`src/rtl/control_m.sv`:
```
// M-stage control register and data-cache access sequencer.
// Owns the pipeline-wide freeze, captures load data and counts stall cycles.
module control_m #(
   parameter int unsigned DATA_W = 32,
   parameter int unsigned CNT_W  = 32
) (
   input  logic              clk,
   input  logic              rst,
   input  logic [4:0]        M_in_op,
   input  logic [2:0]        M_in_f3,
   input  logic [4:0]        M_in_rd,
   input  logic              dc_ack,
   input  logic [DATA_W-1:0] dc_rdata,
   output logic [4:0]        M_out_op,
   output logic [2:0]        M_out_f3,
   output logic [4:0]        M_out_rd,
   output logic              dc_req,
   output logic              dc_we,
   output logic [1:0]        dc_size,
   output logic              dc_unsigned,
   output logic              waiting,
   output logic [DATA_W-1:0] ld_data,
   output logic [CNT_W-1:0]  stall_cnt
);

   localparam logic [4:0] OpStore = 5'b01000;
   localparam logic [4:0] OpLoad  = 5'b00000;

   typedef enum logic [1:0] {StIdle, StReq, StDone} state_e;

   state_e state_q, state_d;
   logic   mem_op;

   // op=0 with rd=0 is a bubble; loads to x0 are dropped entirely.
   assign mem_op = (M_out_op == OpStore) | ((M_out_op == OpLoad) && (M_out_rd != 5'd0));

   assign dc_req      = mem_op & (state_q != StDone);
   assign waiting     = dc_req;
   assign dc_we       = (M_out_op == OpStore);
   assign dc_size     = M_out_f3[1:0];
   assign dc_unsigned = M_out_f3[2];

   always_comb begin
      state_d = state_q;
      unique case (state_q)
         StIdle: begin
            if (mem_op && dc_ack) begin
               state_d = StDone;
            end else if (mem_op) begin
               state_d = StReq;
            end
         end
         StReq: begin
            if (dc_ack) begin
               state_d = StDone;
            end
         end
         StDone:  state_d = StIdle;
         default: state_d = StIdle;
      endcase
   end

   always_ff @(posedge clk or negedge rst) begin
      if (!rst) begin
         state_q <= StIdle;
      end else begin
         state_q <= state_d;
      end
   end

   always_ff @(posedge clk or negedge rst) begin
      if (!rst) begin
         M_out_op <= 5'd0;
         M_out_f3 <= 3'd0;
         M_out_rd <= 5'd0;
      end else if (!waiting) begin
         M_out_op <= M_in_op;
         M_out_f3 <= M_in_f3;
         M_out_rd <= M_in_rd;
      end
   end

   always_ff @(posedge clk or negedge rst) begin
      if (!rst) begin
         ld_data <= '0;
      end else if (dc_ack && dc_req && !dc_we) begin
         ld_data <= dc_rdata;
      end
   end

   // Saturating: holds at all-ones instead of wrapping.
   always_ff @(posedge clk or negedge rst) begin
      if (!rst) begin
         stall_cnt <= '0;
      end else if (waiting && (stall_cnt != {CNT_W{1'b1}})) begin
         stall_cnt <= stall_cnt + 1'b1;
      end
   end

endmodule
```
`config.mk`:
```
export PLATFORM = sky130hd
export DESIGN_NAME = control_m
export DESIGN_NICKNAME = d
export VERILOG_FILES = /design/src/rtl/control_m.sv
export SDC_FILE = /design/constraint.sdc
export NUM_CORES = 1
export LEC_CHECK = 0
export CAP_MARGIN = 0
export CORE_UTILIZATION = 44
export DETAILED_ROUTE_END_ITERATION = 7
export GPL_TIMING_DRIVEN = 0
export PLACE_DENSITY_LB_ADDON = 0.1
export SLEW_MARGIN = 20
export SYNTH_ARGS = -nofsm -noshare
export SYNTH_HDL_FRONTEND = slang
export SYNTH_SLANG_ARGS = --single-unit
```
`constraint.sdc`:
```
create_clock -name clk -period 2.9 [get_ports clk]
set_input_delay 0.725 -clock clk [delete_from_list [all_inputs] [get_ports clk]]
set_output_delay 0.725 -clock clk [all_outputs]
set_load 0.01 [all_outputs]
```
* Yosys cells after proc, flatten, opt, wreduce, memory -nomap -nowiden
Cells that the tools add are included.
** Storage, ports and cells
- Flip-flop bits (word level) :: 79
- Logic and storage cells :: 29
- Output and inout bits :: 83
- Input port bits :: 48
** Operators by class
- Reductions and logical operators :: 10
- Bitwise operators :: 2
- Equality and inequality tests :: 6
- Add/subtract/negate cells :: 1
- Mux-type cells :: 4
** Operator list (count)
- 32-bit by 1-bit adder with 32-bit output, second input constant :: 1
- 32-bit != test, second input constant :: 1
- 2-bit 2-to-1 mux :: 3
- 5-bit by 4-bit equality test with 1-bit output, second input constant :: 1
- 1-bit logical AND :: 5
- 5-bit logical NOT :: 1
- 5-bit nonzero test :: 1
- 2-bit != test, second input constant :: 2
- 2-bit one-hot mux with 2 select lines :: 1
- 3-bit != test, second input constant :: 1
- 2-bit by 1-bit equality test with 1-bit output, second input constant :: 1
- 2-bit logical NOT :: 1
- 2-bit AND reduction :: 1
- 1-bit bitwise AND :: 1
- 1-bit logical NOT :: 1
- 1-bit bitwise OR :: 1

* Depth between registers and ports, before layout
- Word-level depth :: 6
- Gate-level depth with buffers :: 7
- Gate-level depth less buffers :: 6

* Worst setup path after synthesis
Ideal clock, no wire load.
- Kind :: flip-flop to output port
- From :: register M_out_rd[0]
- To :: output port waiting
- Stages on the path, launching flop included :: 7
- Buffers on the path :: 3
- Path slack :: 184 ps
- Arrival :: 1991 ps
- Cells stage by stage :: dfrtp_1 or4_4 o311ai_2 inv_1 buf_2 buf_1 buf_4
** On the way
- Cells in the longest elaborated chain, start to end :: 4
** Ends and longest elaborated chain
- from (decl) :: RTL line 16 : output logic [4:0] M_out_rd,
- from (signal assigned) :: RTL line 79 : M_out_rd <= M_in_rd;
- 5-bit nonzero test :: RTL line 35 : assign mem_op = (M_out_op == OpStore) | ((M_out_op == OpLoad) && (M_out_rd != 5'd0));
- 1-bit logical AND :: RTL line 35
- 1-bit bitwise OR :: RTL line 35
- 1-bit bitwise AND :: RTL line 37 : assign dc_req = mem_op & (state_q != StDone);
- to (decl) :: RTL line 21 : output logic waiting,
Every way passes these cells.

* Worst setup path after layout
Ends and elaborated chain as after synthesis.

==> flow_summary.ini <==
[pwr]
combPwrFrac_pct = 26.8
p_sw_share_pct = 25.6
ir_worst_vdd_mv = 0.309
p_int_mw = 2.34
switchingPower_uw = 805
share_seq_of_total_power_pct = 44.8
total_power_mw = 3.15
leakagePower_nw = 2.29
pwr-share-clk_pct = 28.4
powerDensity_nw_per_um2 = 610

[cells_and_area]
areaGrowthSynthToFinish_pct = 53.0
stdcell_area_um2 = 5160
final_cell_count_no_fill = 536
n_fill_cell = 530
antenna_cells = 0
final_nets = 481
drive_above_1_share_pct = 18.8

[place]
portBuffers = 130
place_area_um2 = 4810
pre_cts_ws_ns = -0.593
hpwl_mm = 5.71
place_inst = 512
gp_congestion = 0.824

[synth]
synth_area_leaders = dfrtp_1 (59%), mux2_2 (11%), xor2_1 (5.2%)
ys_types = 34
yosys_warnings = 0
postSynthCellCount = 282
ys_async_sr_fraction_pct = 100
syn_avg_cell_area_um2 = 12.0
yosysSeqAreaShare_pct = 58.6
yosysTopAreaCell = dfrtp_1
ys_seq_elements = 79
ys.flop_type = dfrtp_1
syn-num-nets = 331
yosysTopAreaCellShare_pct = 58.6
synth-edff-count = 0
syn_area_um2 = 3370

[outcome]
status = finished clean

[critical_path]
crit_slowest_cell = or4_4
slowest_delay_ns = 0.56
worst_setup_path_end_kind = primary output
crit_buf_inv = 4
path_max_fanout = 3
critPathRequiredTime_ns = 2.17
path_class = reg2out
crit_chain = or4_4 -> o311ai_4 -> inv_2 -> buf_12 -> buf_4 -> clkdlybuf4s15_2
crit_family = buffers and inverters
cp.arrival_ns = 2.12
startpoint_type = flop

[clocking]
clockBufferDepth = 2
clockRootBuffer = clkbuf_8
h-tree-depth = 3
cts_tree = yes
cts_buffers = 9
cts.reportedPaths.clkPinSlew_ns = 0.08
insertion_delay_ns = 0.34
cts.sink_count = 79

[die]
core-area_um2 = 7330
row_count = 31
die_y_um = 89.5
dieArea_um2 = 8010
die_x_um = 89.5
initial_core_util_pct = 46.0
ioPinCount = 131

[timing]
fin_setup_tns_ns = 0
finalHoldViolCount = 0
fin_crit_ns = 2.85
finalCritPeriodShare_pct = 98.2
setup_viol = 0
worst_slack_ns = 0.0527
rsz0062_at_grt = no
worstMarginPinSlew_ns = 0.603
fin_skew_ns = 0.0132
relSlewSlack_pct = 59.5
fmax_mhz = 351
drv_slew = 0

[flow_run]
drv_cap = 0

[route]
first_pass_iters = 4
drtIter0Drc = 58
ant_nets = 0
vias = 2681
vias_per_cell = 5.00
routed_wl_mm = 8.07
wl_per_cell_um = 15.1
route.detailed.drc = 0

[global_route]
grt_remaining_overflow = 0
grt_use_total_pct = 20.7
antenna_found_initial = 0
grt_pass1_vias = 2507
grt_max_degree = 47
grt_pass1_wl_mm = 12.4

[hold_path]
min_path_type = in2async
## routing by layer
metal  share of wire (%)  GRT usage, %  vias up  wire, um
met4                 1.7          9.38        0       139
met1                  45          27.3     1294      3610
met5                   0             0        -         0
met2                  46          33.0       97      3730
li1                    -             -     1276         -
met3                 7.4          4.34       14       595
## final timing paths
path	depth (start not counted)	from	slack (ns)	endpoint
worst max-delay path	6	M_out_rd[0]$_DFFE_PN0N_	0.05	waiting
worst min-delay path	1	rst	0.39	ld_data[10]$_DFFE_PN0P_
worst max register to register	8	M_out_rd[0]$_DFFE_PN0N_	0.40	ld_data[5]$_DFFE_PN0P_
worst min register to register	1	state_q[1]$_DFFE_PN0P_	0.46	state_q[0]$_DFFE_PN0P_
max in group asynchronous	2	rst	1.91	stall_cnt[11]$_DFFE_PN0P_
min in group clk	1	state_q[1]$_DFFE_PN0P_	0.46	state_q[0]$_DFFE_PN0P_
## flip-flops by register name, summed over array words and instances, names as in the netlist
| name | flops |
|---|---|
| M_out_rd | 5 |
| stall_cnt | 32 |
| state_q | 2 |
| ld_data | 32 |
| M_out_f3 | 3 |
| M_out_op | 5 |
## logic make-up after synthesis
family / Yosys count / synth area share, %
AND/OR/NAND/NOR: 118 / 18.3
flip-flops: 79 / 58.6
multiplexers: 33 / 11.0
XOR/XNOR: 29 / 7.54
buffers and inverters: 16 / 2.78
AO/OA/AOI/OAI: 6 / 1.34
adder cells (fa/ha/maj): 1 / 0.371
## stage by stage
| step | util (%) | hold slack (ns) |
|---|---|---|
| after global placement | 65.4 | 0.436 |
| after floorplan | - | 0.422 |
| after global routing | 70.3 | 0.421 |
| final | 70.3 | 0.388 |
| after detailed placement | 65.7 | 0.451 |
| after CTS | 70.1 | 0.400 |
## timing repair
| action | 4_1_cts | 5_1_grt |
|---|---|---|
| hold buffers | 0 | 0 |
| pin swaps | 2 | 2 |
| gates cloned | 1 | 0 |
| setup buffers | 6 | 2 |
| setup endpoints to repair | 2 | 1 |
| resized for setup | 11 | 0 |
## power by group through the flow
stage | sequential [mW] | combinational, mW | clock [mW]
2_1_floorplan | 1.51 | 0.213 | 0
3_5_place_dp | 1.43 | 0.835 | 0
6_report | 1.41 | 0.844 | 0.893
5_1_grt | 1.44 | 0.918 | 0.960
3_3_place_gp | 1.42 | 0.820 | 0
4_1_cts | 1.41 | 0.854 | 0.915
## placed cells by master (no fill, tap or decap), types with 2 or more instances in the layout
cell type,instances
nor4_1,6
a31oi_1,3
nor3_1,13
nor2_1,10
buf_4,17
a21oi_1,2
mux2_2,32
clkbuf_8,10
inv_1,2
xor2_1,20
nand3_1,9
or3_1,3
xnor2_1,9
nand4_1,10
and2_1,5
buf_2,2
dfrtp_1,79
or4_1,2
or4_4,3
clkdlybuf4s50_1,127
bufinv_16,2
clkbuf_1,2
and3_1,3
buf_12,2
nand2_1,44
## area by class of cell
cell class | count | area (um2) | area share (%)
inverter | 3 | 11.3 | 0.218
timing repair buffer | 140 | 1410 | 27.4
clock inverter | 5 | 81.3 | 1.58
tap | 99 | 124 | 2.40
multi-input combinational | 187 | 1320 | 25.5
clock buffer | 11 | 141 | 2.74
buffer | 12 | 93.8 | 1.82
sequential | 79 | 1980 | 38.3
## cells in the mapped netlist (2+ instances only)
library cell  instances
or4_1                 2
a21oi_1               2
nand2_1              44
mux2_2               32
xor2_1               20
nand4_1              10
xnor2_1               9
dfrtp_1              79
and2_1                5
nand3_1               9
and3_1                3
nor3_1               13
nor4_1                7
or4_4                 3
a31oi_1               3
or3_1                 3
nor2_1               10
buf_2                 3
inv_1                 3
buf_4                 8
Note: power is estimated with default switching activity, not from simulation.
==> patch 1, RTL diff (config.mk and constraints unchanged) <==
Encoding of `state_e`: now one-hot (3 bits for 3 states).
--- a/src/rtl/control_m.sv
+++ b/src/rtl/control_m.sv
@@ -26,7 +26,7 @@
    localparam logic [4:0] OpStore = 5'b01000;
    localparam logic [4:0] OpLoad  = 5'b00000;
 
-   typedef enum logic [1:0] {StIdle, StReq, StDone} state_e;
+   typedef enum logic [2:0] {StIdle = 3'b001, StReq = 3'b010, StDone = 3'b100} state_e;
 
    state_e state_q, state_d;
    logic   mem_op;
Formal check against the unedited RTL: same outputs for any inputs over 10 cycles, from zero or initial values and one cycle with rst low; not proved beyond that.
==> patch 1 against the unedited design <==
Maximum frequency increased by 1.6%. Worst hold slack worse by 110 ps. Critical path type unchanged. Sequential share of layout area rose by 1.5 points. Routed wire length is 8.6% lower. Synthesized area fell by 0.26%. Cell area is 2.6% lower. Critical path depth is 1 lower. Total power down 8.3%. Setup slack better by 45 ps. Die area is 0.26% lower. Combinational power decreased by 14%. Clock skew up 1.2 ps. Sequential cell count increased by 1.
==> patch 1: results (changes against the unedited design) <==
\begin{tabular}{lr}
\hline
Metric & Value \\
\hline
\multicolumn{2}{l}{\textbf{Outcome}} \\
\quad Outcome & finished clean (unchanged) \\
\multicolumn{2}{l}{\textbf{Worst setup path}} \\
\quad Launching point of the worst reg2reg path & stall\_cnt[0] (was M\_out\_rd[0]) \\
\quad Worst flop-to-flop path endpoint & stall\_cnt[26] (was ld\_data[5]) \\
\quad Depth of the worst register-to-register path & 6 (was 8) \\
\quad Critical Path Fanout Max & 10 (was 3) \\
\quad CP arrival & 2080 ps (was 2120 ps) \\
\quad FF-to-FF setup slack & 450 ps (was 400 ps) \\
\multicolumn{2}{l}{\textbf{Cells and area}} \\
\quad Number of nets in the layout & 451 (was 481) \\
\quad Number of standard cells in the final layout excluding fillers & 506 (was 536) \\
\quad Largest registers & ld\_data: 32 flops, stall\_cnt: 32 flops (unchanged) \\
\quad Filler cell count in the final layout & 552 (was 530) \\
\quad Fraction of final layout cells sized beyond drive strength 1 & 0.155 (was 0.188) \\
\multicolumn{2}{l}{\textbf{GRT}} \\
\quad Maximum number of pins on one net before global-route repair & 58 (was 47) \\
\quad Vias in the first global route & 2,356 (was 2,507) \\
\quad Global Route Usage Sum & 0.193 (was 0.207) \\
\multicolumn{2}{l}{\textbf{Detailed routing}} \\
\quad Per-cell via count in the routed design & 4.87 (was 5.00) \\
\quad Routed wirelength normalized by instance count & 14.6 um (was 15.1 um) \\
\quad Number of violations reported at the end of detailed-routing iteration 0 & 132 (was 58) \\
\multicolumn{2}{l}{\textbf{Synth}} \\
\quad Synthesized netlist net count & 309 (was 331) \\
\quad Ranking of synthesized cells by area & dfrtp\_1 (59\%), mux2\_2 (9.0\%), xnor2\_1 (5.7\%) (was dfrtp\_1 (59\%), mux2\_2 (11\%), xor2\_1 (5.2\%)) \\
\quad Most frequent cells after synthesis & dfrtp\_1 (79), mux2\_2 (27), xnor2\_1 (22), mux2\_1 (16) (was dfrtp\_1 (79), nand2\_1 (44), mux2\_2 (32), xor2\_1 (20), nor3\_1 (13)) \\
\quad Part of the Yosys area used for sequential elements & 0.596 (was 0.586) \\
\multicolumn{2}{l}{\textbf{Placed design}} \\
\quad Final HPWL from detailed placement & 5450 um (was 5710 um) \\
\quad Placement Setup Slack & 66.5 ps (was -593 ps) \\
\quad Placed Cells incl. Taps & 490 (was 512) \\
\quad Routability-driven placement congestion ratio & 0.767 (was 0.824) \\
\multicolumn{2}{l}{\textbf{Pwr}} \\
\quad Worst vdd ir & 0.281 mV (was 0.309 mV) \\
\quad Reported leakage power & 2.14 nW (was 2.29 nW) \\
\multicolumn{2}{l}{\textbf{CTS}} \\
\quad Post-CTS setup buffer count & 0 (was 6) \\
\multicolumn{2}{l}{\textbf{STA}} \\
\quad Clock Skew & 14.4 ps (was 13.2 ps) \\
\quad Max transition margin & 0.529 (was 0.595) \\
\hline
\end{tabular}
patch 1: worst max-delay path, cell delays in order, from the launching register on:
cell	delay, ps
dfrtp_1	380
or4_4	550
a211o_4	330
inv_8	100
buf_4	100
dlygate4sd2_1	270
patch 1: layer usage:
metal	GRT usage	routed length [um]	vias to the layer above
li1	-	-	1185
met1	0.260	3370	1198
met2	0.314	3520	73
met3	0.0323	397	7
met4	0.0736	83	0
met5	0	0	-
patch 1: repair_timing:
action | 4_1_cts | 5_1_grt
cloned | 0 | 0
resized for setup | 4 | 2
pin swaps | 0 | 1
endpoints found under the setup margin | 2 | 1
hold buffers | 0 | 0
patch 1: worst max-delay path by stage:
stage,from,end,slack [ps],depth (start not counted)
global route,M_out_op[1],waiting,10,5
floorplan,M_out_op[1],waiting,640,4
global placement,rst,stall_cnt[19],-1720,1
CTS,M_out_op[1],waiting,30,5
detailed placement,M_out_op[1],waiting,70,5
finish,M_out_op[1],waiting,100,5
patch 1: power breakdown:
| group | total [mW] | switching (mW) | internal (mW) |
|---|---|---|---|
| Clock | 0.774 | 0.392 | 0.382 |
| Combinational | 0.729 | 0.266 | 0.463 |
| Sequential | 1.38 | 0.106 | 1.28 |
patch 1: final cells by class:
class                   instances  area, um2  area share
flip-flops and latches         80       2000       0.399
repair buffers                131       1320       0.264
multi-input cells             162       1280       0.256
clock buffers                  12        165      0.0329
well taps                      99        124      0.0247
plain buffers                  10       57.6      0.0115
inverters                       8       37.5     0.00747
clock inverters                 4       26.3     0.00523
patch 1: metrics by stage:
step	instance area, um2	hold WS (ps)	TNS [ps]	util
floorplan	3360	429	0	-
global placement	4790	469	-136580	0.653
detailed placement	4810	481	0	0.656
CTS	5010	276	0	0.684
global route	5020	289	0	0.685
finish	5020	277	0	0.685
patch 1: kinds of logic after synthesis:
group,count (synthesis),synth area share
adders and majority gates,1,0.00372
and+or+nand+nor,82,0.132
muxes,44,0.147
AOI/OAI and AO/OA,5,0.0141
buffers and inverters,18,0.0264
DFF,80,0.596
xor gates and xnor gates,30,0.0804
==> patch 2, RTL diff (same settings) <==
Made on the original files. Change the parameter `CNT_W` from 32 to 16.
--- a/src/rtl/control_m.sv
+++ b/src/rtl/control_m.sv
@@ -2,7 +2,7 @@
 // Owns the pipeline-wide freeze, captures load data and counts stall cycles.
 module control_m #(
    parameter int unsigned DATA_W = 32,
-   parameter int unsigned CNT_W  = 32
+   parameter int unsigned CNT_W  = 16
 ) (
    input  logic              clk,
    input  logic              rst,
Ports: changed (resized stall_cnt); port bits go from 131 to 115. No check against the original RTL was run, so the function may have changed too.
==> patch 2 against the unedited design <==
Via count down 33%. Setup slack improved by 34 ps. Routed wire length is 38% lower. Clock power shrank 27%. Synthesized cell count fell by 37%. First-iteration DRC count down 47%. Sequential share of layout area grew 1.1 points. Sequential cell count down 16. Sequential power down 18%. Cell area fell by 22%. Total power down 21%. Die area shrank 23%. Synthesized area decreased by 24%. Highest routed layer unchanged.
==> patch 2: results (changes against the unedited design) <==
\begin{tabular}{lr}
\hline
Metric & Value \\
\hline
\multicolumn{2}{l}{\textbf{Outcome}} \\
\quad Outcome & finished clean (unchanged) \\
\multicolumn{2}{l}{\textbf{Synth}} \\
\quad Most frequent cells after synthesis & dfrtp\_1 (63), mux2\_1 (30), mux2\_2 (13), xnor2\_1 (11) (was dfrtp\_1 (79), nand2\_1 (44), mux2\_2 (32), xor2\_1 (20), nor3\_1 (13)) \\
\quad Synthesized netlist net count & 226 (was 331) \\
\quad Distinct cell type count after synthesis & 28 (was 34) \\
\quad Share of the synthesized netlist area taken by xor and xnor gates & 0.0477 (was 0.0754) \\
\quad Part of the Yosys area used for sequential elements & 0.614 (was 0.586) \\
\quad Adder-cell share of the synthesized area & 0.00487 (was 0.00371) \\
\quad Post-synthesis instance area & 2570 um2 (was 3370 um2) \\
\quad Area fraction in compound gates after synthesis & 0.0185 (was 0.0134) \\
\quad Ranking of synthesized cells by area & dfrtp\_1 (61\%), mux2\_1 (13\%), mux2\_2 (5.7\%) (was dfrtp\_1 (59\%), mux2\_2 (11\%), xor2\_1 (5.2\%)) \\
\multicolumn{2}{l}{\textbf{Cells and area}} \\
\quad Largest registers & ld\_data: 32 flops, stall\_cnt: 16 flops (was ld\_data: 32 flops, stall\_cnt: 32 flops) \\
\quad Fraction of final layout cells sized beyond drive strength 1 & 0.150 (was 0.188) \\
\multicolumn{2}{l}{\textbf{Worst setup path}} \\
\quad FF-to-FF setup slack & 870 ps (was 400 ps) \\
\multicolumn{2}{l}{\textbf{CTS}} \\
\quad Insertion delay of the later-clocked pin in the worst-skew pair & 320 ps (was 340 ps) \\
\quad Resize count post-CTS & 2 (was 11) \\
\multicolumn{2}{l}{\textbf{Pwr}} \\
\quad Reported leakage power & 1.74 nW (was 2.29 nW) \\
\multicolumn{2}{l}{\textbf{STA}} \\
\quad Max transition margin & 0.681 (was 0.595) \\
\quad Maximum operating frequency & 0.355 GHz (was 0.351 GHz) \\
\multicolumn{2}{l}{\textbf{GRT}} \\
\quad Vias in the first global route & 1,807 (was 2,507) \\
\quad Met1 demand-to-capacity share in global routing & 0.217 (was 0.273) \\
\quad Maximum number of pins on one net before global-route repair & 34 (was 47) \\
\multicolumn{2}{l}{\textbf{Placed design}} \\
\quad Routability-driven placement congestion ratio & 0.696 (was 0.824) \\
\quad Port buffer count & 114 (was 130) \\
\multicolumn{2}{l}{\textbf{Detailed routing}} \\
\quad Met3 routed WL & 447 um (was 595 um) \\
\quad Number of violations reported at the end of detailed-routing iteration 0 & 31 (was 58) \\
\hline
\end{tabular}
patch 2: cell count changes after synthesis, moves of 4 or more:
| cell | delta |
|---|---|
| buf_4 | -4 |
| dfrtp_1 | -16 |
| mux2_1 | +29 |
| mux2_2 | -19 |
| nand2_1 | -36 |
| nand4_1 | -7 |
| nor2_1 | -6 |
| nor3_1 | -10 |
| nor4_1 | -7 |
| xor2_1 | -17 |
patch 2: worst paths after layout:
check	endpoint
max in group asynchronous	M_out_rd[3]
min reg2reg	state_q[1]
min	ld_data[29]
max	dc_req
min in group clk	state_q[1]
max reg2reg	M_out_rd[2]
patch 2: final cells by class:
type	instances	area (um2)	share of cell area
clock buffers	12	165	0.0413
repair buffers	116	1160	0.291
clock inverters	1	5.00	0.00125
multi-input cells	104	916	0.229
well taps	72	90.1	0.0225
flip-flops and latches	63	1580	0.394
plain buffers	8	68.8	0.0172
inverters	2	10.0	0.00250
patch 2: logic make-up (layout without fill, tap and decap cells):
family	Yosys count	in the layout
AND/OR/NAND/NOR	42	42
multiplexers	43	43
adder cells (fa/ha/maj)	1	1
AO/OA/AOI/OAI	4	4
buffers and inverters	10	139
XOR/XNOR	14	14
flip-flops	63	63
patch 2: per-stage QoR:
stage	setup WS [ps]	cell area, um2	hold slack (ps)	power, mW	setup TNS [ps]
floorplan	710	2570	429	1.40	0
global placement	-957	3800	448	1.85	-60080
detailed placement	223	3820	453	1.87	0
CTS	58.8	4000	337	2.53	0
global route	5.45	4000	353	2.64	0
finish	86.5	4000	336	2.49	0
patch 2: power by group:
| part | internal (mW) | switching, mW | total [mW] |
|---|---|---|---|
| clock | 0.364 | 0.286 | 0.650 |
| sequential | 1.05 | 0.103 | 1.15 |
| combinational | 0.452 | 0.235 | 0.687 |
| total | 1.86 | 0.624 | 2.49 |
